[src/rtl/uart_tx_arbiter_if.sv]
// Handshake bundle between the three command sources, the UART transmitter
// and the arbiter that shares it.
interface uart_tx_arbiter_if;
    logic [2:0] req_valid;
    logic [7:0] req_data0;
    logic [7:0] req_data1;
    logic [7:0] req_data2;
    logic [2:0] req_ready;
    logic [7:0] tx_data;
    logic       tx_start;
    logic       tx_busy;
    logic [1:0] grant_id;
    logic       busy;
    logic       err_timeout;

    // Requesters and transmitter side
    modport master (
        output req_valid, req_data0, req_data1, req_data2, tx_busy,
        input  req_ready, tx_data, tx_start, grant_id, busy, err_timeout
    );

    // Arbiter side
    modport slave (
        input  req_valid, req_data0, req_data1, req_data2, tx_busy,
        output req_ready, tx_data, tx_start, grant_id, busy, err_timeout
    );
endinterface

[src/rtl/uart_tx_arbiter.sv]
// Round-robin arbiter sharing one UART transmitter between the manual panel,
// script engine and status poller, with start/busy handshake, ack timeout and
// a minimum idle gap between frames.
module uart_tx_arbiter #(
    parameter int unsigned GAP_CYCLES  = 1000,
    parameter int unsigned ACK_TIMEOUT = 16
) (
    input  logic               clk,
    input  logic               rst_n,
    uart_tx_arbiter_if.slave   bus
);

    localparam int unsigned CNT_MAX = (GAP_CYCLES > ACK_TIMEOUT) ? GAP_CYCLES : ACK_TIMEOUT;
    localparam int unsigned CW      = ($clog2(CNT_MAX + 1) < 1) ? 1 : $clog2(CNT_MAX + 1);
    localparam logic [CW-1:0] ACK_LAST = CW'(ACK_TIMEOUT - 1);
    localparam logic [CW-1:0] GAP_LAST = CW'(GAP_CYCLES - 1);

    typedef enum logic [1:0] {
        IDLE,
        WAIT_ACK,
        WAIT_DONE,
        GAP
    } state_t;

    state_t        state;
    logic [CW-1:0] cnt;
    logic [1:0]    last;
    logic [7:0]    tx_data_q;
    logic          tx_start_q;
    logic [2:0]    req_ready_q;
    logic          busy_q;
    logic          err_q;

    logic [1:0]    c0, c1, c2;
    logic          win_valid;
    logic [1:0]    win_id;
    logic [7:0]    win_data;

    // Round-robin pick: search starts at the requester after the last winner
    always_comb begin
        c0 = 2'd0;
        c1 = 2'd1;
        c2 = 2'd2;
        case (last)
            2'd0: begin c0 = 2'd1; c1 = 2'd2; c2 = 2'd0; end
            2'd1: begin c0 = 2'd2; c1 = 2'd0; c2 = 2'd1; end
            default: begin c0 = 2'd0; c1 = 2'd1; c2 = 2'd2; end
        endcase

        win_valid = 1'b1;
        win_id    = last;
        if (bus.req_valid[c0])
            win_id = c0;
        else if (bus.req_valid[c1])
            win_id = c1;
        else if (bus.req_valid[c2])
            win_id = c2;
        else
            win_valid = 1'b0;

        case (win_id)
            2'd0:    win_data = bus.req_data0;
            2'd1:    win_data = bus.req_data1;
            default: win_data = bus.req_data2;
        endcase
    end

    // Grant / handshake / gap state machine with registered outputs
    always_ff @(posedge clk or negedge rst_n) begin
        if (!rst_n) begin
            state       <= IDLE;
            cnt         <= '0;
            last        <= 2'd2;
            tx_data_q   <= '0;
            tx_start_q  <= 1'b0;
            req_ready_q <= '0;
            busy_q      <= 1'b0;
            err_q       <= 1'b0;
        end else begin
            tx_start_q  <= 1'b0;
            req_ready_q <= '0;
            case (state)
                IDLE: begin
                    if (win_valid) begin
                        tx_data_q   <= win_data;
                        tx_start_q  <= 1'b1;
                        req_ready_q <= 3'b001 << win_id;
                        last        <= win_id;
                        cnt         <= '0;
                        busy_q      <= 1'b1;
                        state       <= WAIT_ACK;
                    end
                end
                WAIT_ACK: begin
                    // An ack on the final cycle takes priority over the timeout
                    if (bus.tx_busy) begin
                        err_q <= 1'b0;
                        state <= WAIT_DONE;
                    end else if (cnt == ACK_LAST) begin
                        err_q  <= 1'b1;
                        busy_q <= 1'b0;
                        state  <= IDLE;
                    end else if (cnt != '1) begin
                        cnt <= cnt + CW'(1);
                    end
                end
                WAIT_DONE: begin
                    if (!bus.tx_busy) begin
                        cnt <= '0;
                        if (GAP_CYCLES == 0) begin
                            busy_q <= 1'b0;
                            state  <= IDLE;
                        end else begin
                            state <= GAP;
                        end
                    end
                end
                GAP: begin
                    if (cnt == GAP_LAST) begin
                        busy_q <= 1'b0;
                        state  <= IDLE;
                    end else if (cnt != '1) begin
                        cnt <= cnt + CW'(1);
                    end
                end
                default: begin
                    busy_q <= 1'b0;
                    state  <= IDLE;
                end
            endcase
        end
    end

    assign bus.tx_data     = tx_data_q;
    assign bus.tx_start    = tx_start_q;
    assign bus.req_ready   = req_ready_q;
    assign bus.grant_id    = last;
    assign bus.busy        = busy_q;
    assign bus.err_timeout = err_q;

endmodule
[src/flat_wrapper.sv]
// flat-port wrapper written by rule: the top's interface ports become plain ports
module uart_tx_arbiter_flat 
#(
    parameter int unsigned GAP_CYCLES  = 1000,
    parameter int unsigned ACK_TIMEOUT = 16
)
  (clk, rst_n, bus_req_valid, bus_req_data0, bus_req_data1, bus_req_data2, bus_tx_busy, bus_req_ready, bus_tx_data, bus_tx_start, bus_grant_id, bus_busy, bus_err_timeout);
  uart_tx_arbiter_if bus_i ();
  input  logic clk;
  input  logic rst_n;
  input wire logic [$bits(bus_i.req_valid)-1:0] bus_req_valid;
  input wire logic [$bits(bus_i.req_data0)-1:0] bus_req_data0;
  input wire logic [$bits(bus_i.req_data1)-1:0] bus_req_data1;
  input wire logic [$bits(bus_i.req_data2)-1:0] bus_req_data2;
  input wire logic [$bits(bus_i.tx_busy)-1:0] bus_tx_busy;
  output wire logic [$bits(bus_i.req_ready)-1:0] bus_req_ready;
  output wire logic [$bits(bus_i.tx_data)-1:0] bus_tx_data;
  output wire logic [$bits(bus_i.tx_start)-1:0] bus_tx_start;
  output wire logic [$bits(bus_i.grant_id)-1:0] bus_grant_id;
  output wire logic [$bits(bus_i.busy)-1:0] bus_busy;
  output wire logic [$bits(bus_i.err_timeout)-1:0] bus_err_timeout;
  assign bus_i.req_valid = bus_req_valid;
  assign bus_i.req_data0 = bus_req_data0;
  assign bus_i.req_data1 = bus_req_data1;
  assign bus_i.req_data2 = bus_req_data2;
  assign bus_i.tx_busy = bus_tx_busy;
  assign bus_req_ready = bus_i.req_ready;
  assign bus_tx_data = bus_i.tx_data;
  assign bus_tx_start = bus_i.tx_start;
  assign bus_grant_id = bus_i.grant_id;
  assign bus_busy = bus_i.busy;
  assign bus_err_timeout = bus_i.err_timeout;
  uart_tx_arbiter #(.GAP_CYCLES(GAP_CYCLES), .ACK_TIMEOUT(ACK_TIMEOUT)) u_core (.clk(clk), .rst_n(rst_n), .bus(bus_i));
endmodule
[config.mk]
export PLATFORM = sky130hd
export DESIGN_NAME = uart_tx_arbiter_flat
export DESIGN_NICKNAME = d
export VERILOG_FILES = /design/src/rtl/uart_tx_arbiter_if.sv /design/src/rtl/uart_tx_arbiter.sv /design/src/flat_wrapper.sv
export SDC_FILE = /design/constraint.sdc
export NUM_CORES = 1
export LEC_CHECK = 0
export CAP_MARGIN = 20
export CORE_ASPECT_RATIO = 0.5
export CORE_UTILIZATION = 50
export CTS_CLUSTER_SIZE = 28
export DETAILED_ROUTE_END_ITERATION = 10
export PLACE_DENSITY_LB_ADDON = 0.3
export SLEW_MARGIN = 15
export SYNTH_ARGS = -nofsm -noshare
export SYNTH_HDL_FRONTEND = slang
export SYNTH_SLANG_ARGS = --single-unit
[constraint.sdc]
create_clock -name clk -period 6 [get_ports clk]
set_clock_uncertainty 0.2 [all_clocks]
set_input_delay 0.9 -clock clk [delete_from_list [all_inputs] [get_ports clk]]
set_output_delay 0.9 -clock clk [all_outputs]
set_load 0.03 [all_outputs]
==> flow_metrics.py, run 1 <==
metrics = {
    "sta": {
        "rsz0062_at_grt": "no",
        "slew_viol_final": 0,
        "setup_slack_ns": 3.11,
        "slew_headroom_pct": 26.7,
        "finalHoldViolations": 0,
        "worst_pin_slew_ns": 1.09,
        "setup_viol": 0,
        "setup_tns_ns": 0,
        "post-route-min-period_ns": 2.89,
        "min_period_over_period_pct": 48.2,
        "fmax_mhz": 346,
    },
    "cts": {
        "tritoncts": "yes",
        "cts_made_buffers": 3,
        "insertion_delay_ns": 0.27,
        "clkSinkCount": 28,
        "cts-root-buf": "clkbuf_8",
        "cts-htree-levels": 1,
        "cts_buffer_depth": 2,
        "cts.clk_slew.worst_paths_ns": 0.09,
        "cts_setup_buffers": 0,
        "cts_hold_buf": 0,
        "postCtsResizedCells": 0,
    },
    "power_and_ir_drop": {
        "p_leak_uw": 0.000814,
        "ir_drop_mv": 0.251,
        "power_density_nw_per_um2": 382,
        "p_total_uw": 767,
    },
    "critical_path": {
        "critical_path_arrival_ns": 2.90,
        "critPathLaunchType": "input pin",
        "worst_setup_path_end_kind": "register",
        "worstPathRequired_ns": 6.00,
        "worst-path-max-fanout": 7,
        "critPathKind": "in -> reg",
    },
    "logic_synthesis": {
        "synth_top_family_by_area": "simple AND/OR/NAND/NOR gates",
        "syn-instance-count": 165,
        "ys.warnings.count": 0,
        "synth_compound_area_share_pct": 19.1,
        "syn_avg_cell_area_um2": 9.09,
        "synthMuxAreaShare_pct": 0,
        "yosysTopAreaCellShare_pct": 45.0,
        "synth-simple-area-share_pct": 28.9,
        "synth_top_cell_by_area": "dfrtp_1",
        "ys_top_cells_by_area": "dfrtp_1 45%, a21oi_1 4.3%, a22oi_1 4.0%, nand2_1 4.0%, or3_1 3.3%",
        "ys_seq_area_share_pct": 46.8,
        "ys_ff_latch": 28,
        "yosysUniqueCellTypes": 42,
        "synth_fa_ha_area_share_pct": 0.834,
        "synth_xor_area_share_pct": 0,
        "syn_nets": 196,
        "synthesis.area_um2": 1500,
    },
    "flow_run": {
        "max_cap_viol_count": 0,
    },
    "floorplanning": {
        "start_util_pct": 55.2,
        "fp-row-count": 13,
        "die_h_um": 40.7,
        "die_w_um": 79.5,
        "pin_count": 46,
        "core_um2": 2720,
        "dieArea_um2": 3240,
    },
    "drt": {
        "ant_nets": 0,
        "wl_mm": 3.21,
        "wl_per_cell_um": 13.2,
        "avgViaCountPerCell": 5.66,
        "first_iter_violations": 78,
        "vias": 1382,
        "dr.pass1.iters": 4,
        "drcViolationCount": 0,
    },
    "layout": {
        "post-route-util_pct": 74.0,
        "drive_above_1_share_pct": 5.31,
        "fillCellCount": 204,
        "antenna_cells": 0,
        "multi_input_area_um2": 733,
        "area_delta_synth_final_pct": 33.9,
        "layout_commonest_cell": "clkdlybuf4s50_1",
        "layout_common_cells": "45 x clkdlybuf4s50_1, 27 x dfrtp_1, 16 x nand2_1",
        "nets": 239,
        "regArea_um2": 702,
    },
    "place": {
        "dp_hpwl_mm": 2.38,
        "portBuffers": 45,
        "gp_congestion": 0.809,
        "place_ws_ns": 2.80,
    },
    "grt": {
        "overflow": 0,
        "antenna_found_initial": 0,
        "grtUsageTotal_pct": 21.5,
        "grt_pass1_vias": 1201,
        "grt_max_degree": 29,
        "grt_pass1_wl_mm": 5.19,
    },
    "min_path": {
        "holdCritPathClass": "reg -> reg",
    },
    "outcome": {
        "outcome": "finished, final reports clean",
    },
}
==> path summary, 6_finish.rpt <==
check	slack, ns	end	cells after the start	startpoint
setup / recovery	3.11	u_core.bus.tx_data[1]	6	bus_req_valid[2]
hold / removal	0.32	u_core.bus.tx_data[2]	2	u_core.bus.tx_data[2]
setup reg to reg	3.57	u_core.cnt[8]	6	u_core.cnt[0]
hold reg to reg	0.32	u_core.bus.tx_data[2]	2	u_core.bus.tx_data[2]
max in group asynchronous	4.52	u_core.bus.grant_id[1]	2	rst_n
min in group asynchronous	0.78	u_core.bus.grant_id[0]	2	rst_n
==> critical path: stages <==
cell,delay (ns)
clkdlybuf4s50_1,0.53
nand2b_1,0.12
a21oi_1,0.08
nor4_1,0.93
nand2_1,0.14
a31oi_1,0.19
==> where the power goes <==
part | leakage (uW) | total, uW | internal [uW] | switching (uW)
logic | 0.000443 | 350 | 152 | 199
registers | 0.000342 | 300 | 245 | 54.6
clock network | 0.0000288 | 116 | 58.8 | 57.7
==> synth_stat cells, drive strengths merged <==
library cell and instances:
o31ai 1, o21ai 11, or3 8, or2b 2
a21oi 13, a31oi 7, clkinv 1, a211oi 2
nand2 16, nand4 3, buf 5, clkbuf 3
o211ai 1, a21o 2, dfrtp 27, a31o 1
inv 3, nand3b 1, nand2b 5, nand4bb 1
nor4 3, nand3 4, nor3 4, or2 3
and2 2, a22oi 8, nor2 13, a211o 1
or4b 2, nor3b 2, dfstp 1, and3 4
or4 4, ha 1
==> flip-flops by register name, summed over array words and instances, names as in the netlist, named ones only <==
name                    flops
u_core.bus.tx_start         1
u_core.bus.grant_id         2
u_core.bus.err_timeout      1
u_core.state                1
u_core.bus.req_ready        3
u_core.cnt                 10
u_core.bus.busy             1
u_core.bus.tx_data          8
==> metal layers <==
metal	part of all wire [%]	GRT usage, %	up-vias
met5	0	0	-
met4	0.69	3.64	0
met3	5.9	6.00	2
met2	48	40.2	43
met1	46	26.2	647
li1	-	-	690
==> through the flow <==
stage	cell area (um^2)	hold slack (ns)	cells
after detailed placement	1950	0.293	240
final	2010	0.322	244
after global placement	1950	0.288	240
after CTS	2010	0.320	244
after floorplan	1500	0.295	165
after global routing	2010	0.352	244
==> final cells by class <==
type,count,area share [%]
Clock buffer,4,2.74
Inverter,4,0.747
Sequential cell,28,34.9
Tap cell,37,2.30
Timing Repair Buffer,46,22.8
Multi-Input combinational cell,125,36.5
==> logic make-up (layout without fill, tap and decap cells) <==
group,after synthesis,count (layout)
flops,28,28
fa+ha+maj,1,1
simple gates,77,77
buf+inv,12,54
compound gates,47,47
Note: power is estimated with default switching activity, not from simulation.
==> run 2, diff against run 1 <==
--- a/config.mk
+++ b/config.mk
@@ -7,7 +7,7 @@
 export LEC_CHECK = 0
 export CAP_MARGIN = 20
 export CORE_ASPECT_RATIO = 0.5
-export CORE_UTILIZATION = 50
+export CORE_UTILIZATION = 46
 export CTS_CLUSTER_SIZE = 28
 export DETAILED_ROUTE_END_ITERATION = 10
 export PLACE_DENSITY_LB_ADDON = 0.3
==> constraint.sdc (replaced) <==
create_clock -name clk -period 2.68 [get_ports clk]
set_clock_uncertainty 0.2 [all_clocks]
set_input_delay 0.402 -clock clk [delete_from_list [all_inputs] [get_ports clk]]
set_output_delay 0.402 -clock clk [all_outputs]
set_load 0.03 [all_outputs]
==> run 2 against run 1 <==
Final cell count grew 3.3%. Sequential cell count is the same. Sequential share of layout area shrank 0.97 points. Wire length grew 7.2%. Worst setup slack lost 2.8 ns. Global-route usage shrank 0.25 points. Combinational power grew 130%. First-iteration DRC count grew 27%. Critical path type is now reg -> reg.
==> flow_metrics.py, run 2 (synthesis results as in run 1) <==
metrics = {
    "critical_path": {
        "worstPathRequired_ns": 2.69,
        "reg2reg_from": "u_core.cnt[0]",
        "worst-path-max-fanout": 20,
        "cp_top_family": "simple AND/OR/NAND/NOR gates",
        "critPathLaunchType": "register",
        "critical_path_arrival_ns": 2.42,
        "worst_setup_path_end_kind": "register",
        "crit_buf_inv": 0,
        "crit_start": "u_core.cnt[0]",
        "critPathKind": "reg -> reg",
        "cp_cell_sequence": "ha_1 > nand4_1 > nor3_1 > or4b_4 > or4_1 > a21oi_1",
        "crit_path_top_delay_cell": "or4b_4",
        "max_stage_delay_ns": 0.65,
    },
    "sta": {
        "rsz0062_at_grt": "no",
        "slew_viol_final": 0,
        "setup_tns_ns": 0,
        "setup_viol": 0,
        "min_period_over_period_pct": 89.8,
        "post-route-min-period_ns": 2.41,
        "fin_hold_ws_ns": 0.296,
        "finalHoldViolations": 0,
        "slew_headroom_pct": 71.4,
        "worst_pin_slew_ns": 0.426,
        "fmax_mhz": 416,
    },
    "power_and_ir_drop": {
        "p_clk_share_pct": 18.6,
        "switchingPower_uw": 700,
        "p_sw_share_pct": 38.8,
        "pwr-share-seq_pct": 36.8,
        "ir_drop_mv": 0.447,
        "power_frac_comb_pct": 44.5,
        "power_density_nw_per_um2": 872,
        "p_int_uw": 1100,
        "p_leak_uw": 0.000846,
    },
    "place": {
        "dp_hpwl_mm": 2.62,
        "gp_congestion": 0.806,
        "portBuffers": 45,
    },
    "grt": {
        "grt_max_degree": 29,
        "grtUsageTotal_pct": 21.2,
        "overflow": 0,
        "grt_pass1_vias": 1261,
        "antenna_found_initial": 0,
        "grt_pass1_wl_mm": 5.62,
    },
    "drt": {
        "wl_met3_um": 260,
        "drcViolationCount": 0,
        "dr_wl_met2_mm": 1.58,
        "first_iter_violations": 99,
        "wl_mm": 3.44,
        "ant_nets": 0,
        "routed.top_layer": "met4",
        "wl_met1_mm": 1.58,
        "avgViaCountPerCell": 5.58,
        "wl_per_cell_um": 13.7,
        "vias": 1406,
        "dr.pass1.iters": 4,
    },
    "floorplanning": {
        "start_util_pct": 49.2,
        "pin_count": 46,
        "dieArea_um2": 3510,
        "fp-row-count": 14,
        "die_w_um": 82.8,
        "die_h_um": 42.4,
        "core_um2": 3050,
    },
    "layout": {
        "area_delta_synth_final_pct": 37.8,
        "top_register": "u_core.cnt",
        "layout_commonest_cell": "clkdlybuf4s50_1",
        "nets": 244,
        "layout_common_cells": "45 x clkdlybuf4s50_1, 27 x dfrtp_1, 16 x nand2_1",
        "largest_reg_flops": 10,
        "antenna_cells": 0,
        "drive_above_1_share_pct": 7.55,
    },
    "cts": {
        "clkSinkCount": 28,
        "tritoncts": "yes",
        "cts.clk_slew.worst_paths_ns": 0.10,
        "cts_setup_buffers": 0,
        "cts-root-buf": "clkbuf_8",
        "postCtsResizedCells": 0,
        "cts-htree-levels": 1,
        "cts_hold_buf": 0,
        "cts_buffer_depth": 2,
        "insertion_delay_ns": 0.28,
        "cts_made_buffers": 3,
    },
    "flow_run": {
        "max_cap_viol_count": 0,
    },
    "outcome": {
        "outcome": "finished, final reports clean",
    },
    "min_path": {
        "holdCritPathClass": "in -> async",
    },
}
-- run 2: cell types whose count changed in the layout (fill, tap and decap cells not counted), sizes merged --
| cell | delta |
|---|---|
| buf | +5 |
| bufinv | +1 |
| clkbuf | -1 |
-- run 2: final timing paths --
check | cells past startpoint | to | slack [ns]
max | 6 | u_core.cnt[8] | 0.27
min | 2 | u_core.bus.tx_data[4] | 0.30
max reg2reg | 6 | u_core.cnt[8] | 0.27
min reg2reg | 2 | u_core.bus.tx_data[2] | 0.30
max in group asynchronous | 2 | u_core.bus.grant_id[1] | 1.67
min in group clk | 2 | u_core.bus.tx_data[2] | 0.30
-- run 2: per-stage QoR --
step / area [um^2] / worst slack, ns / util (%) / total power (uW) / instances
2_1_floorplan: 1500 / 0.396 / - / 1170 / 165
3_3_place_gp: 2000 / 0.0865 / 65.5 / 1450 / 248
3_5_place_dp: 2000 / 0.0467 / 65.5 / 1480 / 248
4_1_cts: 2070 / 0.264 / 67.8 / 1820 / 252
5_1_grt: 2070 / 0.164 / 67.8 / 1920 / 252
6_report: 2070 / 0.273 / 67.8 / 1800 / 252
-- run 2: power by group through the flow --
stage | clock (uW) | combinational, uW | sequential (uW)
floorplan | 0 | 361 | 807
global placement | 0 | 786 | 662
detailed placement | 0 | 807 | 673
CTS | 344 | 810 | 662
global route | 357 | 883 | 680
finish | 336 | 803 | 663
-- run 2: final cells by class --
type                    count  area (um^2)
repair buffers             51          495
multi-input cells         125          733
fillers                   248          981
clock buffers               3         41.3
clock inverters             1         30.0
well taps                  40         50.0
inverters                   4         15.0
flip-flops and latches     28          702
-- run 2: worst register-to-register path: stages, from the launching register on --
cell	delay, ns
dfrtp_1	0.43
ha_1	0.28
nand4_1	0.15
nor3_1	0.06
or4b_4	0.65
or4_1	0.43
a21oi_1	0.14
-- run 2: routing by layer --
metal	up-vias	GRT usage (%)
li1	699	-
met1	667	27.5
met2	36	35.7
met3	4	6.52
met4	0	3.10
met5	-	0
==> run 3, diff against run 2 <==
--- a/config.mk
+++ b/config.mk
@@ -5,9 +5,10 @@
 export SDC_FILE = /design/constraint.sdc
 export NUM_CORES = 1
 export LEC_CHECK = 0
+export ABC_AREA = 1
 export CAP_MARGIN = 20
 export CORE_ASPECT_RATIO = 0.5
-export CORE_UTILIZATION = 46
+export CORE_UTILIZATION = 49
 export CTS_CLUSTER_SIZE = 28
 export DETAILED_ROUTE_END_ITERATION = 10
 export PLACE_DENSITY_LB_ADDON = 0.3
==> run 3 against run 2 <==
Clock power grew 2%. Critical path depth grew 3. Combinational power grew 81%. Die area grew 13%. Sequential share of layout area shrank 4.4 points. Fmax grew 2.8%. Wire length grew 14%. First-iteration DRC count shrank 37%. Design area grew 15%. Synthesized cell count grew 56%. Register-to-register slack gained 0.06 ns. Sequential cell count is the same. Critical path type unchanged. Largest power group unchanged.
==> flow_metrics.py, run 3 <==
metrics = {
    "logic_synthesis": {
        "syn_nets": 288,
        "ys_ff_latch": 28,
        "async_flop_share_pct": 100,
        "yosysTopAreaCellShare_pct": 37.2,
        "syn_avg_cell_area_um2": 7.07,
        "yosysUniqueCellTypes": 30,
        "ys.warnings.count": 0,
        "ys_top_cells_by_area": "dfrtp_1 37%, nand2_1 23%, inv_1 4.3%, nor2_1 3.9%, nand3_1 3.3%",
        "synthTopCellsByCount": "111 x nand2_1, 27 x dfrtp_1, 21 x inv_1",
        "yosysMostFrequentCell": "nand2_1",
        "synthesis.area_um2": 1820,
        "synth_ff_type": "dfrtp_1",
        "syn-instance-count": 257,
        "ys_seq_area_share_pct": 38.6,
        "synth_top_cell_by_area": "dfrtp_1",
        "synth_edf_count": 0,
    },
    "floorplanning": {
        "die_h_um": 45.1,
        "pin_count": 46,
        "start_util_pct": 52.1,
        "fp-row-count": 15,
        "dieArea_um2": 3970,
        "die_w_um": 88.1,
        "core_um2": 3490,
    },
    "cts": {
        "postCtsResizedCells": 0,
        "cts_setup_buffers": 0,
        "cts-root-buf": "clkbuf_8",
        "cts_made_buffers": 3,
        "cts_hold_buf": 0,
        "tritoncts": "yes",
        "insertion_delay_ns": 0.29,
        "clkSinkCount": 28,
        "cts_buffer_depth": 2,
        "cts-htree-levels": 1,
        "cts.clk_slew.worst_paths_ns": 0.11,
    },
    "layout": {
        "top_register": "u_core.cnt",
        "drive_above_1_share_pct": 10.9,
        "layout_commonest_cell": "nand2_1",
        "nets": 334,
        "multi_input_area_um2": 980,
        "antenna_cells": 0,
        "area_delta_synth_final_pct": 30.5,
        "regArea_um2": 702,
        "layout_common_cells": "111 x nand2_1, 45 x clkdlybuf4s50_1, 27 x dfrtp_1",
        "largest_reg_flops": 10,
        "fillCellCount": 290,
    },
    "power_and_ir_drop": {
        "p_leak_uw": 0.00114,
        "p_total_uw": 2480,
        "power_density_nw_per_um2": 1040,
        "ir_drop_mv": 0.554,
    },
    "critical_path": {
        "critPathLaunchType": "register",
        "rrSetupSlack_ns": 0.34,
        "worst-path-max-fanout": 20,
        "worstPathRequired_ns": 2.68,
        "critPathKind": "reg -> reg",
        "worst_setup_path_end_kind": "register",
        "reg2reg_from": "u_core.cnt[0]",
        "crit_start": "u_core.cnt[0]",
        "critical_path_arrival_ns": 2.34,
    },
    "place": {
        "gp_congestion": 0.882,
        "portBuffers": 45,
        "dp_hpwl_mm": 2.98,
        "place_ws_ns": 0.286,
    },
    "drt": {
        "wl_per_cell_um": 11.1,
        "drcViolationCount": 0,
        "wl_met1_mm": 1.76,
        "first_iter_violations": 62,
        "dr_wl_met2_mm": 1.99,
        "routed.top_layer": "met4",
        "wl_met3_um": 139,
        "avgViaCountPerCell": 4.84,
        "wl_mm": 3.91,
        "dr.pass1.iters": 4,
        "vias": 1707,
        "ant_nets": 0,
    },
    "grt": {
        "grt_max_degree": 29,
        "grt_pass1_wl_mm": 6.75,
        "grtUsageTotal_pct": 22.1,
        "antenna_found_initial": 0,
        "grt_pass1_vias": 1625,
        "overflow": 0,
    },
    "sta": {
        "setup_viol": 0,
        "slew_headroom_pct": 59.0,
        "setup_tns_ns": 0,
        "rsz0062_at_grt": "no",
        "worst_pin_slew_ns": 0.614,
        "min_period_over_period_pct": 87.4,
        "setup_slack_ns": 0.338,
        "finalHoldViolations": 0,
        "post-route-min-period_ns": 2.34,
        "slew_viol_final": 0,
        "fmax_mhz": 427,
    },
    "min_path": {
        "holdCritPathClass": "in -> async",
    },
    "flow_run": {
        "max_cap_viol_count": 0,
    },
    "outcome": {
        "outcome": "finished, final reports clean",
    },
}
[run 3: area by class of cell]
class	count	area share, %
inverter	24	3.80
multi-input combinational	199	41.3
tap	51	2.69
clock buffer	3	1.74
sequential	28	29.6
timing repair buffer	47	19.6
clock inverter	1	1.27
[run 3: worst paths after layout]
| path | cells after the start | end |
|---|---|---|
| setup / recovery | 9 | u_core.cnt[0] |
| max in group asynchronous | 2 | u_core.bus.grant_id[1] |
| hold reg to reg | 2 | u_core.bus.busy |
| min in group clk | 2 | u_core.bus.busy |
| hold / removal | 2 | u_core.bus.tx_data[4] |
| setup reg to reg | 9 | u_core.cnt[0] |
[run 3: power breakdown]
group / internal [uW] / total [uW] / switching (uW) / leakage [uW]
Clock: 200 / 344 / 144 / 0.0000357
Sequential: 569 / 684 / 115 / 0.000362
Combinational: 531 / 1450 / 918 / 0.000745
Total: 1300 / 2480 / 1180 / 0.00114
[run 3: cell families (layout without fill, tap and decap cells)]
family	Yosys count	in the layout	share of synthesized area, %
buffers and inverters	30	75	7.50
XOR/XNOR	6	6	2.89
AO/OA/AOI/OAI	18	18	5.71
adder cells (fa/ha/maj)	1	1	0.688
AND/OR/NAND/NOR	174	174	44.6
flip-flops	28	28	38.6
[run 3: per-layer routing]
| layer | global-route usage (%) | up-vias |
|---|---|---|
| met2 | 41.9 | 36 |
| met3 | 4.57 | 4 |
| met5 | 0 | - |
| li1 | - | 893 |
| met1 | 26.6 | 774 |
| met4 | 5.16 | 0 |
[run 3: through the flow]
stage	utilization, %	area, um^2	std cells	hold WS, ns
global placement	65.9	2300	349	0.288
CTS	68.0	2370	353	0.306
floorplan	-	1820	257	-0.0936
global route	68.0	2370	353	0.333
finish	68.0	2370	353	0.289
detailed placement	65.9	2300	349	0.298
[run 3: critical path: stages (launching register included)]
cell     delay, ns
dfrtp_1       0.45
ha_1          0.23
nand2_1       0.12
nor3_1        0.32
nand3_1       0.11
nand2_1       0.09
nor2_1        0.05
nand2_1       0.46
nand2_1       0.11
o21ai_1       0.12
